$ cat src/rtl/axonerve_kvs_rtl_example_job_arbiter_if.sv
// rtl/axonerve_kvs_rtl_example_job_arbiter_if.sv - two-requester command/response bundle for the job arbiter
interface axonerve_kvs_rtl_example_job_arbiter_if #(
  parameter int C_M_AXI_ADDR_WIDTH = 64,
  parameter int C_XFER_SIZE_WIDTH  = 32,
  parameter int C_ADDER_BIT_WIDTH  = 32,
  parameter int C_CYCLE_CNT_WIDTH  = 32
);
  logic                          s0_cmd_valid;
  logic                          s0_cmd_ready;
  logic [C_M_AXI_ADDR_WIDTH-1:0] s0_cmd_addr;
  logic [C_XFER_SIZE_WIDTH-1:0]  s0_cmd_size;
  logic [C_ADDER_BIT_WIDTH-1:0]  s0_cmd_constant;
  logic                          s0_rsp_valid;
  logic                          s0_rsp_ready;
  logic [C_CYCLE_CNT_WIDTH-1:0]  s0_rsp_cycles;

  logic                          s1_cmd_valid;
  logic                          s1_cmd_ready;
  logic [C_M_AXI_ADDR_WIDTH-1:0] s1_cmd_addr;
  logic [C_XFER_SIZE_WIDTH-1:0]  s1_cmd_size;
  logic [C_ADDER_BIT_WIDTH-1:0]  s1_cmd_constant;
  logic                          s1_rsp_valid;
  logic                          s1_rsp_ready;
  logic [C_CYCLE_CNT_WIDTH-1:0]  s1_rsp_cycles;

  modport master (
    output s0_cmd_valid, s0_cmd_addr, s0_cmd_size, s0_cmd_constant, s0_rsp_ready,
    input  s0_cmd_ready, s0_rsp_valid, s0_rsp_cycles,
    output s1_cmd_valid, s1_cmd_addr, s1_cmd_size, s1_cmd_constant, s1_rsp_ready,
    input  s1_cmd_ready, s1_rsp_valid, s1_rsp_cycles
  );

  modport slave (
    input  s0_cmd_valid, s0_cmd_addr, s0_cmd_size, s0_cmd_constant, s0_rsp_ready,
    output s0_cmd_ready, s0_rsp_valid, s0_rsp_cycles,
    input  s1_cmd_valid, s1_cmd_addr, s1_cmd_size, s1_cmd_constant, s1_rsp_ready,
    output s1_cmd_ready, s1_rsp_valid, s1_rsp_cycles
  );
endinterface

$ cat src/rtl/axonerve_kvs_rtl_example_job_arbiter.sv
// rtl/axonerve_kvs_rtl_example_job_arbiter.sv - round-robin arbiter sharing one vadd datapath between two requesters
module axonerve_kvs_rtl_example_job_arbiter #(
  parameter int C_M_AXI_ADDR_WIDTH = 64,
  parameter int C_XFER_SIZE_WIDTH  = 32,
  parameter int C_ADDER_BIT_WIDTH  = 32,
  parameter int C_CYCLE_CNT_WIDTH  = 32
) (
  input  logic                          aclk,
  input  logic                          aresetn,
  axonerve_kvs_rtl_example_job_arbiter_if.slave req,
  output logic                          ap_start,
  input  logic                          ap_done,
  output logic [C_M_AXI_ADDR_WIDTH-1:0] ctrl_addr_offset,
  output logic [C_XFER_SIZE_WIDTH-1:0]  ctrl_xfer_size_in_bytes,
  output logic [C_ADDER_BIT_WIDTH-1:0]  ctrl_constant,
  output logic                          busy,
  output logic [31:0]                   job_count
);

  typedef enum logic [1:0] {
    IDLE  = 2'd0,
    START = 2'd1,
    WAIT  = 2'd2,
    RESP  = 2'd3
  } state_t;

  localparam logic [C_CYCLE_CNT_WIDTH-1:0] CNT_ONE = 1;

  state_t                         state;
  state_t                         state_nxt;
  logic                           grant;
  logic                           last_grant;
  logic                           grant_next;
  logic                           accept;
  logic                           rsp_hs;
  logic [C_CYCLE_CNT_WIDTH-1:0]   cycle_cnt;
  logic [C_CYCLE_CNT_WIDTH-1:0]   cycle_cnt_inc;
  logic [C_CYCLE_CNT_WIDTH-1:0]   rsp_cycles;
  logic [C_M_AXI_ADDR_WIDTH-1:0]  sel_addr;
  logic [C_XFER_SIZE_WIDTH-1:0]   sel_size;
  logic [C_ADDER_BIT_WIDTH-1:0]   sel_constant;
  logic                           sel_valid;

  // Round-robin only matters under contention; a lone requester always wins.
  always_comb begin
    if (req.s0_cmd_valid && req.s1_cmd_valid) begin
      grant_next = ~last_grant;
    end else begin
      grant_next = req.s1_cmd_valid;
    end
  end

  always_comb begin
    sel_valid    = grant_next ? req.s1_cmd_valid    : req.s0_cmd_valid;
    sel_addr     = grant_next ? req.s1_cmd_addr     : req.s0_cmd_addr;
    sel_size     = grant_next ? req.s1_cmd_size     : req.s0_cmd_size;
    sel_constant = grant_next ? req.s1_cmd_constant : req.s0_cmd_constant;
  end

  assign accept        = aresetn && (state == IDLE) && sel_valid;
  assign rsp_hs        = aresetn && (state == RESP) &&
                         (grant ? req.s1_rsp_ready : req.s0_rsp_ready);
  assign cycle_cnt_inc = (&cycle_cnt) ? cycle_cnt : cycle_cnt + CNT_ONE;

  always_ff @(posedge aclk) begin
    if (!aresetn) begin
      state <= IDLE;
    end else begin
      state <= state_nxt;
    end
  end

  // Outputs are held inactive while reset is asserted so an abandoned job
  // never produces a stray start pulse or response.
  always_comb begin
    state_nxt        = state;
    req.s0_cmd_ready = 1'b0;
    req.s1_cmd_ready = 1'b0;
    req.s0_rsp_valid = 1'b0;
    req.s1_rsp_valid = 1'b0;
    ap_start         = 1'b0;
    if (aresetn) begin
      case (state)
        IDLE: begin
          req.s0_cmd_ready = ~grant_next;
          req.s1_cmd_ready = grant_next;
          if (accept) begin
            state_nxt = (sel_size == '0) ? RESP : START;
          end
        end
        START: begin
          ap_start  = 1'b1;
          state_nxt = WAIT;
        end
        WAIT: begin
          if (ap_done) begin
            state_nxt = RESP;
          end
        end
        RESP: begin
          req.s0_rsp_valid = ~grant;
          req.s1_rsp_valid = grant;
          if (rsp_hs) begin
            state_nxt = IDLE;
          end
        end
        default: state_nxt = IDLE;
      endcase
    end
  end

  always_ff @(posedge aclk) begin
    if (!aresetn) begin
      grant                   <= 1'b0;
      last_grant              <= 1'b1;
      job_count               <= 32'd0;
      cycle_cnt               <= '0;
      rsp_cycles              <= '0;
      ctrl_addr_offset        <= '0;
      ctrl_xfer_size_in_bytes <= '0;
      ctrl_constant           <= '0;
    end else begin
      if (accept) begin
        grant                   <= grant_next;
        ctrl_addr_offset        <= sel_addr;
        ctrl_xfer_size_in_bytes <= sel_size;
        ctrl_constant           <= sel_constant;
        if (sel_size == '0) begin
          rsp_cycles <= '0;
        end
      end

      // Counter is 0 in the first WAIT cycle, so done-cycle count + 1
      // equals the distance from the start pulse to the done pulse.
      if (state == START) begin
        cycle_cnt <= '0;
      end else if (state == WAIT) begin
        cycle_cnt <= cycle_cnt_inc;
        if (ap_done) begin
          rsp_cycles <= cycle_cnt_inc;
        end
      end

      if (rsp_hs) begin
        last_grant <= grant;
        job_count  <= job_count + 32'd1;
      end
    end
  end

  assign req.s0_rsp_cycles = rsp_cycles;
  assign req.s1_rsp_cycles = rsp_cycles;
  assign busy              = (state != IDLE);

endmodule

$ cat src/flat_wrapper.sv
// flat-port wrapper written by rule: the top's interface ports become plain ports
module axonerve_kvs_rtl_example_job_arbiter_flat 
#(
  parameter int C_M_AXI_ADDR_WIDTH = 64,
  parameter int C_XFER_SIZE_WIDTH  = 32,
  parameter int C_ADDER_BIT_WIDTH  = 32,
  parameter int C_CYCLE_CNT_WIDTH  = 32
)
  (aclk, aresetn, ap_start, ap_done, ctrl_addr_offset, ctrl_xfer_size_in_bytes, ctrl_constant, busy, job_count, req_s0_cmd_valid, req_s0_cmd_addr, req_s0_cmd_size, req_s0_cmd_constant, req_s0_rsp_ready, req_s0_cmd_ready, req_s0_rsp_valid, req_s0_rsp_cycles, req_s1_cmd_valid, req_s1_cmd_addr, req_s1_cmd_size, req_s1_cmd_constant, req_s1_rsp_ready, req_s1_cmd_ready, req_s1_rsp_valid, req_s1_rsp_cycles);
  axonerve_kvs_rtl_example_job_arbiter_if #(.C_M_AXI_ADDR_WIDTH(C_M_AXI_ADDR_WIDTH), .C_XFER_SIZE_WIDTH(C_XFER_SIZE_WIDTH), .C_ADDER_BIT_WIDTH(C_ADDER_BIT_WIDTH), .C_CYCLE_CNT_WIDTH(C_CYCLE_CNT_WIDTH)) req_i ();
  input  logic aclk;
  input  logic aresetn;
  output logic ap_start;
  input  logic ap_done;
  output logic [C_M_AXI_ADDR_WIDTH-1:0] ctrl_addr_offset;
  output logic [C_XFER_SIZE_WIDTH-1:0] ctrl_xfer_size_in_bytes;
  output logic [C_ADDER_BIT_WIDTH-1:0] ctrl_constant;
  output logic busy;
  output logic [31:0] job_count;
  input wire logic [$bits(req_i.s0_cmd_valid)-1:0] req_s0_cmd_valid;
  input wire logic [$bits(req_i.s0_cmd_addr)-1:0] req_s0_cmd_addr;
  input wire logic [$bits(req_i.s0_cmd_size)-1:0] req_s0_cmd_size;
  input wire logic [$bits(req_i.s0_cmd_constant)-1:0] req_s0_cmd_constant;
  input wire logic [$bits(req_i.s0_rsp_ready)-1:0] req_s0_rsp_ready;
  output wire logic [$bits(req_i.s0_cmd_ready)-1:0] req_s0_cmd_ready;
  output wire logic [$bits(req_i.s0_rsp_valid)-1:0] req_s0_rsp_valid;
  output wire logic [$bits(req_i.s0_rsp_cycles)-1:0] req_s0_rsp_cycles;
  input wire logic [$bits(req_i.s1_cmd_valid)-1:0] req_s1_cmd_valid;
  input wire logic [$bits(req_i.s1_cmd_addr)-1:0] req_s1_cmd_addr;
  input wire logic [$bits(req_i.s1_cmd_size)-1:0] req_s1_cmd_size;
  input wire logic [$bits(req_i.s1_cmd_constant)-1:0] req_s1_cmd_constant;
  input wire logic [$bits(req_i.s1_rsp_ready)-1:0] req_s1_rsp_ready;
  output wire logic [$bits(req_i.s1_cmd_ready)-1:0] req_s1_cmd_ready;
  output wire logic [$bits(req_i.s1_rsp_valid)-1:0] req_s1_rsp_valid;
  output wire logic [$bits(req_i.s1_rsp_cycles)-1:0] req_s1_rsp_cycles;
  assign req_i.s0_cmd_valid = req_s0_cmd_valid;
  assign req_i.s0_cmd_addr = req_s0_cmd_addr;
  assign req_i.s0_cmd_size = req_s0_cmd_size;
  assign req_i.s0_cmd_constant = req_s0_cmd_constant;
  assign req_i.s0_rsp_ready = req_s0_rsp_ready;
  assign req_s0_cmd_ready = req_i.s0_cmd_ready;
  assign req_s0_rsp_valid = req_i.s0_rsp_valid;
  assign req_s0_rsp_cycles = req_i.s0_rsp_cycles;
  assign req_i.s1_cmd_valid = req_s1_cmd_valid;
  assign req_i.s1_cmd_addr = req_s1_cmd_addr;
  assign req_i.s1_cmd_size = req_s1_cmd_size;
  assign req_i.s1_cmd_constant = req_s1_cmd_constant;
  assign req_i.s1_rsp_ready = req_s1_rsp_ready;
  assign req_s1_cmd_ready = req_i.s1_cmd_ready;
  assign req_s1_rsp_valid = req_i.s1_rsp_valid;
  assign req_s1_rsp_cycles = req_i.s1_rsp_cycles;
  axonerve_kvs_rtl_example_job_arbiter #(.C_M_AXI_ADDR_WIDTH(C_M_AXI_ADDR_WIDTH), .C_XFER_SIZE_WIDTH(C_XFER_SIZE_WIDTH), .C_ADDER_BIT_WIDTH(C_ADDER_BIT_WIDTH), .C_CYCLE_CNT_WIDTH(C_CYCLE_CNT_WIDTH)) u_core (.aclk(aclk), .aresetn(aresetn), .req(req_i), .ap_start(ap_start), .ap_done(ap_done), .ctrl_addr_offset(ctrl_addr_offset), .ctrl_xfer_size_in_bytes(ctrl_xfer_size_in_bytes), .ctrl_constant(ctrl_constant), .busy(busy), .job_count(job_count));
endmodule
$ cat config.mk
export PLATFORM = sky130hd
export DESIGN_NAME = axonerve_kvs_rtl_example_job_arbiter_flat
export DESIGN_NICKNAME = d
export VERILOG_FILES = /design/src/rtl/axonerve_kvs_rtl_example_job_arbiter_if.sv /design/src/rtl/axonerve_kvs_rtl_example_job_arbiter.sv /design/src/flat_wrapper.sv
export SDC_FILE = /design/constraint.sdc
export NUM_CORES = 1
export LEC_CHECK = 0
export CAP_MARGIN = 20
export CORE_AREA = 4 4 190 192
export CTS_CLUSTER_DIAMETER = 60
export CTS_CLUSTER_SIZE = 30
export DETAILED_ROUTE_END_ITERATION = 10
export DIE_AREA = 0 0 194 196
export GPL_ROUTABILITY_DRIVEN = 1
export PLACE_DENSITY = 0.64
export REMOVE_ABC_BUFFERS = 1
export SLEW_MARGIN = 40
export SYNTH_ARGS = -nofsm -noshare
export SYNTH_HDL_FRONTEND = slang
export SYNTH_SLANG_ARGS = --single-unit
$ cat constraint.sdc
create_clock -name aclk -period 2.6 [get_ports aclk]
set_input_delay 0.65 -clock aclk [delete_from_list [all_inputs] [get_ports aclk]]
set_output_delay 0.65 -clock aclk [all_outputs]
set_load 0.02 [all_outputs]
==> impl_metrics.ini, run 1 <==
[critical_path]
cpMostUsedCell = buf_4
cp_cell_sequence = clkdlybuf4s50_1 -> buf_4 -> o211ai_1 -> buf_4 -> nor2_2 -> buf_4 -> buf_4
setup.worst_path.end_class = primary output
crit_arrival_ns = 1.87
criticalPathCategory = in2out
crit_required_ns = 1.95
slowest_stage = clkdlybuf4s50_1
critical_path.max_fanout = 2
critPathLaunchType = input pin
r2r_setup_slack_ns = 0.28
critPathMaxStageDelay_ns = 0.41

[synth]
yosysSeqAreaShare = 0.4295
synth_seq_cells = 228
syn_area_per_cell_um2 = 8.769
synth.distinct_cells = 47
ys_warn_count = 0
async_flop_share = 0
synth_ff_type = dfxtp_1
synth_fa_ha_area_frac = 0.008241
synth_compound_area_frac = 0.09336
synth_top_family_by_area = simple AND/OR/NAND/NOR gates
syn_inst = 1212
synthXorXnorAreaFrac = 0.07158
synth.area.mux_share = 0.1234
synthesis.area_um2 = 10630
synth_enable_flop_cells = 0
synth_simple_gate_area_share = 0.2097

[final_layout]
layout-drive-gt1-share = 0.08166
postLayoutCellArea_um2 = 16930
layout_common_cells = 486 x clkdlybuf4s50_1, 226 x dfxtp_1, 164 x nand3_1, 157 x o21ai_0, 131 x mux2i_1
areaGrowthSynthToFinish_pct = 59.28
finalNetCount = 1945
layout.cells.most_common = clkdlybuf4s50_1

[clock_network]
clock-sinks = 228
clk_pin_slew_worst_paths_ns = 0.06
htreeDepth = 1
cts_tree = done
clockRootBuffer = clkbuf_16
cts_buffers = 25
clockBufferDepth = 3
insertion_delay_ns = 0.53

[timing]
tightest_slew_ns = 0.5813
slew_headroom = 0.6093
fmax_ghz = 0.3967
final.setup.tns_ns = 0
fin_skew_ns = 0.01320
rsz0062_at_grt = false
hold_viol = 0
layout_setup_ws_ns = 0.07951
drv_slew = 0
fin_crit_ns = 2.520
min_period_over_period = 0.9694
setup_viol = 0

[route]
wire_per_inst_um = 19.04
drtIter0Drc = 339
drt_wl_total_um = 40890
dr.pass1.iters = 5
vias = 10370
vias_per_cell = 4.827
drc = 0
drtAntennaViolNets = 0

[global_route]
gr-total-overflow = 0
antenna_found_initial = 5
grtUsageTotal = 0.2041
grt_pass1_wl_um = 62040
first_global_vias = 10430
grt_max_degree = 59

[place]
dp_hpwl_um = 32930
post-place-ws_ns = -0.2731
gp_congestion = 0.8857
placed_area_um2 = 16100
io_buffer_count = 492

[floorplanning]
io_pins = 493
initial_core_util = 0.3092
core_region_area_um2 = 34370
rows = 68
dieArea_um2 = 38020
dieHeight_um = 196
die_w_um = 194

[power_and_ir_drop]
powerDensity_nw_per_um2 = 716.9
power_uw = 12130
ir_drop_uv = 597.2
leakage_uw = 0.006562

[flow_run]
max_cap_violations = 0

[worst_hold_path]
hold_path_class = reg2reg

[status]
status = finished clean
[synthesized netlist by cell type (all sizes together), types with 2 or more instances]
| cell type | instances | area share |
|---|---|---|
| buf | 70 | 0.039 |
| or3 | 6 | 0.0035 |
| inv | 14 | 0.0049 |
| xor2 | 42 | 0.035 |
| ha | 7 | 0.0082 |
| and2 | 13 | 0.0077 |
| a211oi | 3 | 0.0021 |
| or4 | 2 | 0.0018 |
| a22o | 2 | 0.0016 |
| xnor2 | 44 | 0.037 |
| and3 | 17 | 0.010 |
| nand4 | 37 | 0.025 |
| nor3 | 22 | 0.011 |
| clkbuf | 56 | 0.020 |
| and4 | 3 | 0.0025 |
| nand3 | 164 | 0.077 |
| dfxtp | 228 | 0.43 |
| a31oi | 2 | 0.0012 |
| nand2 | 56 | 0.020 |
| o211ai | 2 | 0.0014 |
| nor4 | 29 | 0.019 |
| nor2 | 73 | 0.026 |
| o21ai | 163 | 0.077 |
| mux2i | 131 | 0.12 |
| a21oi | 15 | 0.0071 |
[flip-flops by register name, indices dropped and copies added, names as in the netlist]
| register | count |
|---|---|
| u_core.ctrl_addr_offset | 64 |
| u_core.ctrl_constant | 32 |
| u_core.ctrl_xfer_size_in_bytes | 32 |
| u_core.cycle_cnt | 32 |
| u_core.grant | 1 |
| u_core.job_count | 32 |
| u_core.last_grant | 1 |
| u_core.req.s0_rsp_cycles | 32 |
| u_core.state | 2 |
[repair_timing]
action	CTS	global route
gates resized for setup	10	7
pin swaps	0	0
hold buffers	0	0
endpoints found under the setup margin	6	3
buffers inserted	1	1
cloned	0	0
[metrics by stage]
step,hold slack (ns),utilization,cells
after floorplan,0.4737,-,1086
after global placement,0.4524,0.4683,2101
after detailed placement,0.4598,0.4683,2101
after CTS,0.4571,0.4919,2144
after global routing,0.4961,0.4925,2148
final,0.4666,0.4925,2148
[kinds of logic (layout without fill, tap and decap cells)]
group | after synthesis | in the layout
compound gates | 191 | 191
buf+inv | 141 | 619
mux | 131 | 131
simple gates | 428 | 428
flops | 228 | 228
xor+xnor | 86 | 86
fa+ha+maj | 7 | 7
other cells | 0 | 3
[report_power, final]
group | total, µW | switching (µW) | internal, µW
clock network | 3460 | 1520 | 1940
registers | 4440 | 330 | 4110
logic | 4230 | 2250 | 1980
total | 12100 | 4100 | 8030
[routing by layer]
layer | GRT usage | part of all wire | vias up
met3 | 0.04843 | 0.062 | 43
met1 | 0.2543 | 0.43 | 4817
li1 | - | - | 5194
met2 | 0.3595 | 0.49 | 311
met5 | 0 | 0.00054 | -
met4 | 0.04688 | 0.019 | 4
[critical path, delay by kind of cell]
| kind | cells | cell delay [ns] |
|---|---|---|
| buffers and inverters | 5 | 1.02 |
| AOI/OAI and AO/OA | 1 | 0.17 |
| and+or+nand+nor | 1 | 0.03 |
[area by class of cell]
cell class	instances	area [µm²]
Antenna cell	3	7.507
Clock inverter	14	136.4
Multi-Input combinational cell	843	5405
Inverter	15	58.81
Clock buffer	28	656.9
Tap cell	455	569.3
Fill cell	3269	17450
Timing Repair Buffer	562	5524
Sequential cell	228	4569
[path summary, 6_finish.rpt]
| check | startpoint | endpoint | cells after the start |
|---|---|---|---|
| max | req_s1_cmd_valid | req_s1_cmd_ready | 7 |
| min reg2reg | u_core.req.s0_rsp_cycles[19] | u_core.req.s0_rsp_cycles[19] | 2 |
| max reg2reg | u_core.cycle_cnt[0] | u_core.req.s0_rsp_cycles[14] | 8 |
| min | u_core.req.s0_rsp_cycles[19] | u_core.req.s0_rsp_cycles[19] | 2 |
Note: power is estimated with default switching activity, not from simulation.
==> run 2, diff against run 1 <==
--- a/config.mk
+++ b/config.mk
@@ -6,13 +6,13 @@
 export NUM_CORES = 1
 export LEC_CHECK = 0
 export CAP_MARGIN = 20
-export CORE_AREA = 4 4 190 192
+export CORE_AREA = 2 2 193 195
 export CTS_CLUSTER_DIAMETER = 60
 export CTS_CLUSTER_SIZE = 30
 export DETAILED_ROUTE_END_ITERATION = 10
-export DIE_AREA = 0 0 194 196
+export DIE_AREA = 0 0 195 197
 export GPL_ROUTABILITY_DRIVEN = 1
-export PLACE_DENSITY = 0.64
+export PLACE_DENSITY = 0.61
 export REMOVE_ABC_BUFFERS = 1
 export SLEW_MARGIN = 40
 export SYNTH_ARGS = -nofsm -noshare
==> run 2 against run 1 <==
Compared with the run above: sequential power is essentially flat; largest cell class unchanged; critical endpoint unchanged; combinational power shrank 2%; worst setup slack lost 0.0047 ns; first-iteration DRC count grew 25%.
==> impl_metrics.ini, run 2 (synthesis results as in run 1) <==
[final_layout]
fillers = 3551
regMostFlops = u_core.ctrl_addr_offset
areaGrowthSynthToFinish_pct = 59.95
largest_reg_flops = 64
finalNetCount = 1934
layout.cells.most_common = clkdlybuf4s50_1
postLayoutCellArea_um2 = 17000
layout_common_cells = 485 x clkdlybuf4s50_1, 228 x dfxtp_1, 164 x nand3_1, 157 x o21ai_0, 131 x mux2i_1
layout-drive-gt1-share = 0.07724

[timing]
fin_crit_ns = 2.525
hold_viol = 0
min_period_over_period = 0.9712
setup_viol = 0
slew_headroom = 0.5506
fmax_ghz = 0.3960
tightest_slew_ns = 0.6741
drv_slew = 0
fin_skew_ns = 0.02000
rsz0062_at_grt = false

[place]
gp_congestion = 0.8493
placed_area_um2 = 16040
io_buffer_count = 492
dp_hpwl_um = 31630

[critical_path]
critPathLaunchType = input pin
slowest_stage = clkdlybuf4s50_1
critPathMaxStageDelay_ns = 0.48
criticalPathCategory = in2out
setup.worst_path.end_class = primary output
critical_path.max_fanout = 6
r2r_setup_slack_ns = 0.24
crit_required_ns = 1.95
cpMostUsedCell = buf_4
cp_cell_sequence = clkdlybuf4s50_1 -> buf_4 -> o211ai_1 -> buf_4 -> nor2_4 -> buf_6
crit_arrival_ns = 1.88

[floorplanning]
die_w_um = 195
dieArea_um2 = 38420
io_pins = 493
initial_core_util = 0.2931
dieHeight_um = 197
core_region_area_um2 = 36260
rows = 70

[power_and_ir_drop]
ir_drop_uv = 536.4
powerDensity_nw_per_um2 = 733.6
power_uw = 12470
leakage_uw = 0.006583

[clock_network]
cts_buffers = 25
insertion_delay_ns = 0.55
cts_hold_buf = 0
clock-sinks = 228
clk_pin_slew_worst_paths_ns = 0.06
htreeDepth = 1
clockRootBuffer = clkbuf_16
cts_tree = done
clockBufferDepth = 3

[route]
wire_per_inst_um = 18.71
drc = 0
vias_per_cell = 4.782
drtIter0Drc = 424
vias = 10310
drtAntennaViolNets = 0
drt_wl_total_um = 40340
dr.pass1.iters = 4

[global_route]
grt_max_degree = 154
antenna_found_initial = 6
first_global_vias = 10050
gr-total-overflow = 0
grt_pass1_wl_um = 60240
grtUsageTotal = 0.2013

[worst_hold_path]
hold_path_class = reg2reg

[flow_run]
max_cap_violations = 0

[status]
status = finished clean
[run 2: per-layer routing]
| layer | wire [µm] | GRT usage | share of wire | vias to the layer above |
|---|---|---|---|---|
| met5 | 13 | 0 | 0.00032 | - |
| met4 | 967 | 0.05089 | 0.024 | 2 |
| met3 | 2814 | 0.05493 | 0.070 | 59 |
| met1 | 17380 | 0.2495 | 0.43 | 4767 |
| li1 | - | - | - | 5164 |
| met2 | 19160 | 0.3456 | 0.48 | 318 |
[run 2: stage by stage]
step	TNS [ns]	util	hold WS [ns]	std cells	setup slack, ns
4_1_cts	0	0.4680	0.4732	2151	0.01683
2_1_floorplan	-1152.46	-	0.4737	1086	-7.990
3_5_place_dp	-16.39	0.4425	0.4613	2105	-0.5343
6_report	0	0.4688	0.4716	2156	0.07483
5_1_grt	0	0.4686	0.4853	2153	0.00004929
3_3_place_gp	-17.42	0.4425	0.4529	2105	-0.5542
[run 2: report_power, final]
group	switching [µW]	internal (µW)
sequential	324	4100
clock	1660	2250
combinational	2220	1910
total	4200	8270
[run 2: critical path, delay by kind of cell]
family,cells,cell delay (ns)
AO/OA/AOI/OAI,1,0.11
buffers and inverters,4,0.93
AND/OR/NAND/NOR,1,0.18
[run 2: cell type report]
| cell class | instances | area, µm² | share of cell area |
|---|---|---|---|
| Timing Repair Buffer | 551 | 5444 | 0.3203 |
| Inverter | 15 | 56.30 | 0.003312 |
| Multi-Input combinational cell | 843 | 5414 | 0.3185 |
| Sequential cell | 228 | 4564 | 0.2685 |
| Clock inverter | 17 | 241.5 | 0.01421 |
| Antenna cell | 5 | 12.51 | 0.0007361 |
| Clock buffer | 29 | 680.7 | 0.04004 |
| Tap cell | 468 | 585.6 | 0.03445 |
[run 2: final timing paths]
check                                                  from                           end  cells after the start
worst max-delay path                       req_s1_cmd_valid              req_s1_cmd_ready                      6
worst min-delay path            u_core.ctrl_addr_offset[59]   u_core.ctrl_addr_offset[59]                      2
worst max register to register         u_core.cycle_cnt[20]  u_core.req.s0_rsp_cycles[14]                      7
worst min register to register  u_core.ctrl_addr_offset[59]   u_core.ctrl_addr_offset[59]                      2
[run 2: timing repair]
action / 4_1_cts / 5_1_grt
cloned: 0 / 0
pin swaps: 0 / 1
resized for setup: 8 / 8
buffers inserted: 0 / 0
setup endpoints to repair: 6 / 28
